<file path="src/rtl/fetch_ctrl.sv">
// fetch_ctrl: fetch PC sequencer feeding the IF/ID register from the I-cache; FETCH_CTRL_PERF_EN adds miss/flush counters.
module fetch_ctrl #(
  parameter logic [31:0] RESET_PC = 32'h0000_0000,
  parameter int PERF_W = 32
) (
  input  logic        clk_i,
  input  logic        rst_i,
  input  logic        start_i,
  input  logic        hazard_stall_i,
  input  logic        redirect_valid_i,
  input  logic [31:0] redirect_pc_i,
  output logic        icache_req_o,
  output logic [31:0] icache_addr_o,
  input  logic        icache_ready_i,
  input  logic [31:0] icache_instr_i,
  output logic [31:0] pc_o,
  output logic        ifid_valid_o,
  output logic [31:0] ifid_pc_o,
  output logic [31:0] ifid_instr_o,
  output logic        ifid_flush_o,
`ifdef FETCH_CTRL_PERF_EN
  output logic [PERF_W-1:0] perf_miss_cycles_o,
  output logic [PERF_W-1:0] perf_flush_cnt_o,
`endif
  output logic [1:0]  state_o
);
  typedef enum logic [1:0] {IDLE = 2'b00, FETCH = 2'b01, WAIT = 2'b10} state_t;
  state_t state, state_n;
  logic pend_valid;
  logic [31:0] pend_pc;
  logic busy, hit, take;
  logic [31:0] tgt;
  assign busy = state != IDLE;
  assign hit = busy && icache_ready_i;
  assign take = redirect_valid_i || pend_valid;
  assign tgt = redirect_valid_i ? {redirect_pc_i[31:2], 2'b00} : pend_pc;
  assign icache_req_o = busy;
  assign icache_addr_o = pc_o;
  assign state_o = state;
  // start_i only matters once no request is outstanding
  always_comb begin
    state_n = (state == IDLE || icache_ready_i) ? (start_i ? FETCH : IDLE) : WAIT;
  end
  always_ff @(posedge clk_i) begin
    if (rst_i) begin
      state        <= IDLE;
      pc_o         <= {RESET_PC[31:2], 2'b00};
      ifid_valid_o <= 1'b0;
      ifid_pc_o    <= '0;
      ifid_instr_o <= '0;
      ifid_flush_o <= 1'b0;
      pend_valid   <= 1'b0;
      pend_pc      <= '0;
    end else begin
      state        <= state_n;
      ifid_flush_o <= busy && (redirect_valid_i || (icache_ready_i && pend_valid));
      if (hit && take) begin
        pc_o         <= tgt;
        ifid_valid_o <= 1'b0;
        pend_valid   <= 1'b0;
      end else if (hit && !hazard_stall_i) begin
        ifid_pc_o    <= pc_o;
        ifid_instr_o <= icache_instr_i;
        ifid_valid_o <= 1'b1;
        pc_o         <= pc_o + 32'd4;
      end else if (!hit) begin
        if (busy && redirect_valid_i) begin
          pend_valid <= 1'b1;
          pend_pc    <= tgt;
        end
        ifid_valid_o <= ifid_valid_o && hazard_stall_i && !(busy && redirect_valid_i);
      end
    end
  end
`ifdef FETCH_CTRL_PERF_EN
  always_ff @(posedge clk_i) begin
    if (rst_i) begin
      perf_miss_cycles_o <= '0;
      perf_flush_cnt_o   <= '0;
    end else begin
      perf_miss_cycles_o <= (state == WAIT && !(&perf_miss_cycles_o)) ? perf_miss_cycles_o + 1'b1 : perf_miss_cycles_o;
      perf_flush_cnt_o   <= (ifid_flush_o && !(&perf_flush_cnt_o)) ? perf_flush_cnt_o + 1'b1 : perf_flush_cnt_o;
    end
  end
`endif
endmodule

</file>
<file path="config.mk">
export PLATFORM = sky130hd
export DESIGN_NAME = fetch_ctrl
export DESIGN_NICKNAME = d
export VERILOG_FILES = /design/src/rtl/fetch_ctrl.sv
export SDC_FILE = /design/constraint.sdc
export NUM_CORES = 1
export LEC_CHECK = 0
export CORE_ASPECT_RATIO = 2
export CORE_UTILIZATION = 25
export DETAILED_ROUTE_END_ITERATION = 6
export GPL_ROUTABILITY_DRIVEN = 0
export GPL_TIMING_DRIVEN = 0
export PLACE_DENSITY = 0.5
export SLEW_MARGIN = 5
export SYNTH_ARGS = -nofsm -noshare
export SYNTH_HDL_FRONTEND = slang
export SYNTH_SLANG_ARGS = --single-unit
</file>
<file path="constraint.sdc">
create_clock -name clk_i -period 2.5 [get_ports clk_i]
set_input_delay 0.375 -clock clk_i [delete_from_list [all_inputs] [get_ports clk_i]]
set_output_delay 0.375 -clock clk_i [all_outputs]
set_load 0.02 [all_outputs]
</file>
**Yosys cells after proc, flatten, opt, wreduce, memory -nomap -nowiden**

Index checks and enable logic that the tools add are counted.

- Register bits: 133
- Output and inout port bits: 133
- Word-level logic and storage cells: 43
- Input port bits: 70

- Mux-type cells: 7
- Bitwise operators: 4
- Equality and inequality tests: 1
- Add/sub/neg operators: 1
- Reductions and logical operators: 21

Operators by type and width:

| operator | number |
|---|---|
| 32-bit 2-to-1 mux | 3 |
| 32-bit by 3-bit adder with 32-bit output (second input constant) | 1 |
| 1-bit logical AND | 8 |
| 1-bit NOT | 4 |
| 4-bit AND reduction | 1 |
| 2-bit nonzero test | 2 |
| 2-bit OR reduction | 2 |
| 1-bit logical OR | 3 |
| 1-bit 2-to-1 mux | 3 |
| 3-bit AND reduction | 1 |
| 1-bit zero test | 2 |
| 2-bit zero test | 1 |
| 2-bit 2-to-1 mux | 1 |
| 2-bit by 1-bit != test with 1-bit output (second input constant) | 1 |
| 2-bit AND reduction | 1 |

**Logic depth before layout (Yosys ltp)**

Gate-level depths: netlist (run 1).

- Depth after elaboration: 6
- Mapped depth: 8
- Mapped depth without buffers: 6

**Least setup slack after synthesis (run 1)**

Ideal clock, no wire load.

- Kind: register to register
- Start: register pc_o[2], in the netlist icache_addr_o[2]
- End: register pc_o[30], in the netlist icache_addr_o[30]
- Required time: 2.421 ns
- Arrival: 1.933 ns
- Library setup time: 0.079 ns
- Setup slack: 0.488 ns
- Cell stages (with the launch flop): 7
- Cells stage by stage: dfxtp_1 -> ha_1 -> nand4_2 -> nor4_1 -> nand4_1 -> or4_1 -> o211ai_1

- Cells in the longest elaborated chain, start to end: 3

Ends and longest elaborated chain:

| what | line | RTL |
|---|---|---|
| from (decl) | 16 | `output logic [31:0] pc_o,` |
| from (signal assigned) | 47 | `pc_o <= {RESET_PC[31:2], 2'b00};` |
| from (signal assigned) | 58 | `pc_o <= tgt;` |
| from (signal assigned) | 65 | `pc_o <= pc_o + 32'd4;` |
| 32-bit by 3-bit adder with 32-bit output | 65 |  |
| 32-bit 2-to-1 mux | 61 | `end else if (hit && !hazard_stall_i) begin` |
| 32-bit 2-to-1 mux | 57 | `if (hit && take) begin` |

No other way between the ends. The select of a mux whose other input is x is not followed.
A chain may end at the register's enable or synchronous reset.

**Final worst setup path (run 1)**

Same ends and word-level chain as after synthesis.

==> out/results.txt, run 1 <==
Status - finished, violations left
Failing checks - DRC
Die X - 112 um
Max-slew violations - 0
Clk sinks - 133
Top_reg_cell synth - dfxtp_1
Final cell count without fillers - 1283
Initial DRC count - 331
Routed len/inst - 17.5 um
DRC viols - 12
Distinct cells, synth - 54
Cells along the critical path - ha_1 -> nand4_2 -> nor4_2 -> nand4_1 -> or4_1 -> o211ai_1
Worst-path clk slew - 0.06 ns
CP Data Arrival Time - 2.68 ns
F_max - 0.428 GHz
Total track usage - 18.2%
WP data required - 2.84 ns
Syn Area/Cell - 7.89 um^2
Vias in the first global route - 5856
Final min period - 2.34 ns
CTS Buf Count - 17
Hold_buf cts - 0
Total Wirelength - 22500 um
Maximum VDD drop - 0.000420 V
Slew @ Worst Pin - 0.911 ns
Final worst setup slack - 0.163 ns
TritonCTS clock tree - done
Design Area, Final - 9050 um^2
PD cells - 612 nW/um^2
Fillers - 2435
Input/output buffers - 197
Initial Utilization - 25.4%
Ports - 203
Asr flop ratio synth - 0%
Setup violators final - 0
Synth Warn # - 0
Post-Syn Area - 6030 um^2
Synth-to-layout area growth - 50.1%
Buffers and inverters on the worst path - 0
P_leak - 3.08 nW
Dpl ws - -0.132 ns
Tcrit/Tclk final - 93.5%
Post-DP HPWL - 17400 um
Largest net degree at the start of global routing - 17
Die area - 24800 um^2
Setup TNS - 0 ns
First-pass DRT Iterations - 7
Core Region - 23700 um^2
RSZ-0062 raised after global routing - false
Worst Hold Class - in2reg
First-pass GRT wire length - 34000 um
Max clock buf depth - 2
Syn nets - 835
Die Span Y - 222 um
Nets@finish - 1053
Initial antenna violation count - 1
Grt ovf - 0
Max incr delay on CP - 0.54 ns
Crit Path Class - reg2reg
Maximum capacitance violations - 0
Post-synth EDFFs - 0
Placed Instance Area - 8360 um^2
CP delay by family, top - simple AND/OR/NAND/NOR gates
CP Capture Type - flip-flop
Slowest stage cell, crit path - dfxtp_1
Hold Fails Final Rpt - 0
Vias - 6133
Reg-to-reg slack, setup - 0.16 ns
Clk_lat worst skew - 0.42 ns
Rel. slew slack - 39.3%
Row cnt - 80
Layout cells sized above 1 - 9.15%
Post-synthesis register bit count - 133
Avg Vias per Cell - 4.78
Clk root buf - clkbuf_16
Syn Inst Count - 764
Register area share after synthesis - 44.2%
Placed insts - 1248
Max Clock Skew - 0.00837 ns
H-tree levels - 4
Crit-path max FO - 8
Setup crit start kind - flip-flop
Remaining antenna violation count - 0
==> cells in the final DEF, fill, tap and decap left out, types with 5 or more instances in the layout <==
cell	count
inv_1	7
nand2_1	203
clkbuf_16	17
clkbuf_1	44
nor3_1	10
or3_1	5
nand4_1	6
nor4_1	6
nor2_1	42
buf_2	13
nand4b_1	6
a21oi_1	117
o22ai_1	8
buf_4	34
clkdlybuf4s50_1	197
bufinv_16	5
dfxtp_1	133
xnor2_1	9
mux2i_1	26
nand3_1	13
a31oi_1	16
==> flip-flops by register name, indices dropped and copies added, names as in the netlist <==
signal and cells:
icache_addr_o 32, ifid_pc_o 32, pend_valid 1, ifid_valid_o 1, ifid_instr_o 32, pend_pc 32
ifid_flush_o 1, state_o 2
==> final timing paths <==
path	startpoint	endpoint	cells past startpoint
worst min register to register	pend_pc[18]	pend_pc[18]	2
worst max-delay path	icache_addr_o[2]	icache_addr_o[30]	6
worst max register to register	icache_addr_o[2]	icache_addr_o[30]	6
worst min-delay path	icache_ready_i	state_o[1]	2
==> kinds of logic after synthesis <==
kind of cell	Yosys count	share of synthesized area (%)
DFF	133	44.2
AOI/OAI and AO/OA	174	16.4
buffers and inverters	96	8.24
muxes	28	4.69
xor gates and xnor gates	11	1.60
adders and majority gates	1	0.208
and+or+nand+nor	321	24.7
==> worst reg2reg max path: stages, from the launching register on <==
cell and delay, ns:
dfxtp_1 0.54, ha_1 0.31, nand4_2 0.21, nor4_2 0.50, nand4_1 0.18, or4_1 0.42
o211ai_1 0.09
==> power by group <==
group | internal (mW) | switching [mW]
sequential | 2.15 | 0.0397
clock | 1.86 | 0.992
combinational | 0.229 | 0.265
total | 4.24 | 1.30
==> cells in the mapped netlist (2+ instances only) <==
cell	instances	share of area, %
nor2_1	42	2.6
or4_1	4	0.50
buf_2	13	1.1
o31a_1	2	0.29
nor2b_1	2	0.21
buf_4	32	4.0
nand4_4	2	0.71
a22oi_1	2	0.25
a211oi_1	3	0.37
nand3_1	13	1.1
o21ai_0	3	0.25
nor3_1	10	0.83
a21o_1	3	0.37
dfxtp_1	133	44
o221ai_1	4	0.58
xnor2_1	9	1.3
a31oi_1	16	1.7
inv_1	7	0.44
o32ai_1	2	0.29
mux2i_1	26	4.3
and4_1	4	0.58
nand4b_1	6	0.87
and2_1	2	0.21
xor2_1	2	0.29
nand2_1	203	13
and3_1	3	0.31
o211ai_1	3	0.37
mux2_2	2	0.37
o22ai_1	8	0.83
or3_1	5	0.52
clkbuf_1	43	2.7
nor4_1	7	0.73
nor3b_1	4	0.50
nand4_1	6	0.62
o21ai_1	3	0.25
a21oi_1	117	9.7
==> timing repair <==
item	4_1_cts	5_1_grt
setup endpoints to repair	0	2
buffers inserted	0	2
endpoints found under the hold margin	0	0
resized for setup	0	1
==> routing by layer <==
metal | wire (um) | global-route usage (%) | up-vias
li1 | - | - | 3041
met1 | 7990 | 18.1 | 2860
met2 | 12800 | 35.4 | 193
met3 | 842 | 2.60 | 39
met4 | 879 | 10.1 | 0
met5 | 0 | 0 | -
==> cell type report <==
class,instances,area (um^2),area share [%]
inverters,7,26.3,0.290
diodes,1,2.50,0.0277
flip-flops and latches,133,2660,29.4
clock buffers,21,470,5.20
plain buffers,89,470,5.20
clock inverters,11,195,2.16
well taps,287,359,3.97
multi-input cells,535,2880,31.8
repair buffers,199,1990,22.0
==> per-stage QoR <==
stage	total power, mW	hold WS [ns]	utilization, %
final	5.54	0.237	38.1
after global placement	2.74	0.440	35.2
after floorplan	2.46	0.432	-
after detailed placement	2.74	0.443	35.2
after CTS	5.61	0.226	38.0
after global routing	5.74	0.239	38.1
Power figures use the tool's default switching activity.
==> inputs of run 2 (changes only) <==
--- a/config.mk
+++ b/config.mk
@@ -10,7 +10,7 @@
 export DETAILED_ROUTE_END_ITERATION = 6
 export GPL_ROUTABILITY_DRIVEN = 0
 export GPL_TIMING_DRIVEN = 0
-export PLACE_DENSITY = 0.5
+export PLACE_DENSITY = 0.52
 export SLEW_MARGIN = 5
 export SYNTH_ARGS = -nofsm -noshare
 export SYNTH_HDL_FRONTEND = slang
==> constraint.sdc (replaced) <==
create_clock -name clk_i -period 2.1 [get_ports clk_i]
set_input_delay 0.315 -clock clk_i [delete_from_list [all_inputs] [get_ports clk_i]]
set_output_delay 0.315 -clock clk_i [all_outputs]
set_load 0.02 [all_outputs]
==> run 2 against run 1 <==
The flow still finishes with violations (DRC). Critical path depth is 4 lower. Global-route usage is 0.27 points higher. Clock skew is 0.00059 ns lower. Sequential cell count stayed put. Combinational power is 20% higher. Power is 17% higher. Final cell count is 0.16% higher. Worst setup slack worse by 0.13 ns. Die area stayed put. Final area is 0.83% higher. Utilization is 0.32 points higher.
==> out/results.txt, run 2 (synthesis results as in run 1) <==
Status - finished, violations left
Failing checks - DRC
Routed len/inst - 17.7 um
Commonest non-fill, non-tap cells in the layout - nand2_1 (203), clkdlybuf4s50_1 (197), dfxtp_1 (121)
PD cells - 708 nW/um^2
Avg Vias per Cell - 4.75
Maximum capacitance violations - 0
Clk root buf - clkbuf_16
CP Capture Type - output pin
Slew @ Worst Pin - 0.865 ns
Fillers - 2467
Max Clock Skew - 0.00777 ns
Clk sinks - 133
TritonCTS clock tree - done
Setup violators final - 0
Crit-path max FO - 9
Input/output buffers - 197
Ports - 203
Tcrit/Tclk final - 98.6%
Area of the multi-input gates - 2910 um^2
DRC viols - 16
F_max - 0.483 GHz
Final worst setup slack - 0.0303 ns
Initial Utilization - 25.4%
Post-DP HPWL - 17400 um
Worst Hold Class - in2reg
Crit Path Class - reg2out
Row cnt - 80
Hold Fails Final Rpt - 0
Dpl ws - -0.521 ns
Rel. slew slack - 42.3%
Vias - 6106
P_leak - 3.14 nW
Max clock buf depth - 2
Die Span Y - 222 um
CP Data Arrival Time - 1.75 ns
Nets@finish - 1055
Core Region - 23700 um^2
Hold_buf cts - 0
Synth-to-layout area growth - 51.3%
Maximum VDD drop - 0.000521 V
First-pass GRT wire length - 34800 um
Vias in the first global route - 5807
First-pass DRT Iterations - 7
Grt ovf - 0
RSZ-0062 raised after global routing - false
Max-slew violations - 0
Total Wirelength - 22700 um
Initial antenna violation count - 1
H-tree levels - 4
Largest net degree at the start of global routing - 17
Remaining antenna violation count - 0
Final min period - 2.07 ns
Die area - 24800 um^2
Worst-path clk slew - 0.06 ns
WP data required - 1.78 ns
FF/Latch Area - 2680 um^2
Setup TNS - 0 ns
Layout cells sized above 1 - 12.5%
Most common cell after layout, fill and taps aside - nand2_1
Initial DRC count - 351
CTS Buf Count - 17
Setup crit start kind - flip-flop
Total track usage - 18.5%
Clk_lat worst skew - 0.43 ns
Die X - 112 um
[run 2: per-stage QoR]
stage                     cell area (um^2)  utilization, %  std cells  power (mW)  hold WS (ns)
final                                 9120            38.5       1285        6.46         0.180
after global routing                  9120            38.5       1285        6.67         0.194
after CTS                             9080            38.3       1284        6.53         0.175
after detailed placement              8360            35.2       1248        3.26         0.443
after global placement                8360            35.2       1248        3.25         0.439
after floorplan                       6030               -        764        2.93         0.432
[run 2: what timing repair did]
action	CTS	global route
cloned	0	0
buffers inserted	4	0
resized for setup	20	30
setup endpoints to repair	104	112
pin swaps	1	1
[run 2: layout make-up]
type,count,area share [%]
tap,287,3.94
clock buffer,21,5.05
inverter,7,0.288
buffer,89,5.44
timing repair buffer,201,22.1
sequential,133,29.3
clock inverter,11,1.91
multi-input combinational,535,31.9
antenna,1,0.0274
[run 2: report_power, final]
part / switching [mW] / internal (mW) / total [mW]
registers: 0.0480 / 2.57 / 2.61
clock network: 1.20 / 2.06 / 3.26
logic: 0.316 / 0.276 / 0.592
[run 2: final timing paths]
path	from	end	slack, ns	depth (start not counted)
setup / recovery	icache_addr_o[21]	pc_o[21]	0.03	2
hold / removal	icache_ready_i	state_o[1]	0.18	2
setup reg to reg	icache_addr_o[7]	icache_addr_o[22]	0.09	6
hold reg to reg	pend_pc[18]	pend_pc[18]	0.45	2
[run 2: critical path: stages (launching register included)]
cell and delay, ns:
dfxtp_1 0.56, buf_4 0.18, clkdlybuf4s50_1 0.59
[run 2: metal layers]
layer  share of wire, %  GRT usage, %
met5                  0             0
met1                 36          18.7
met4                4.3          9.98
met2                 55          35.8
met3                3.9          2.46
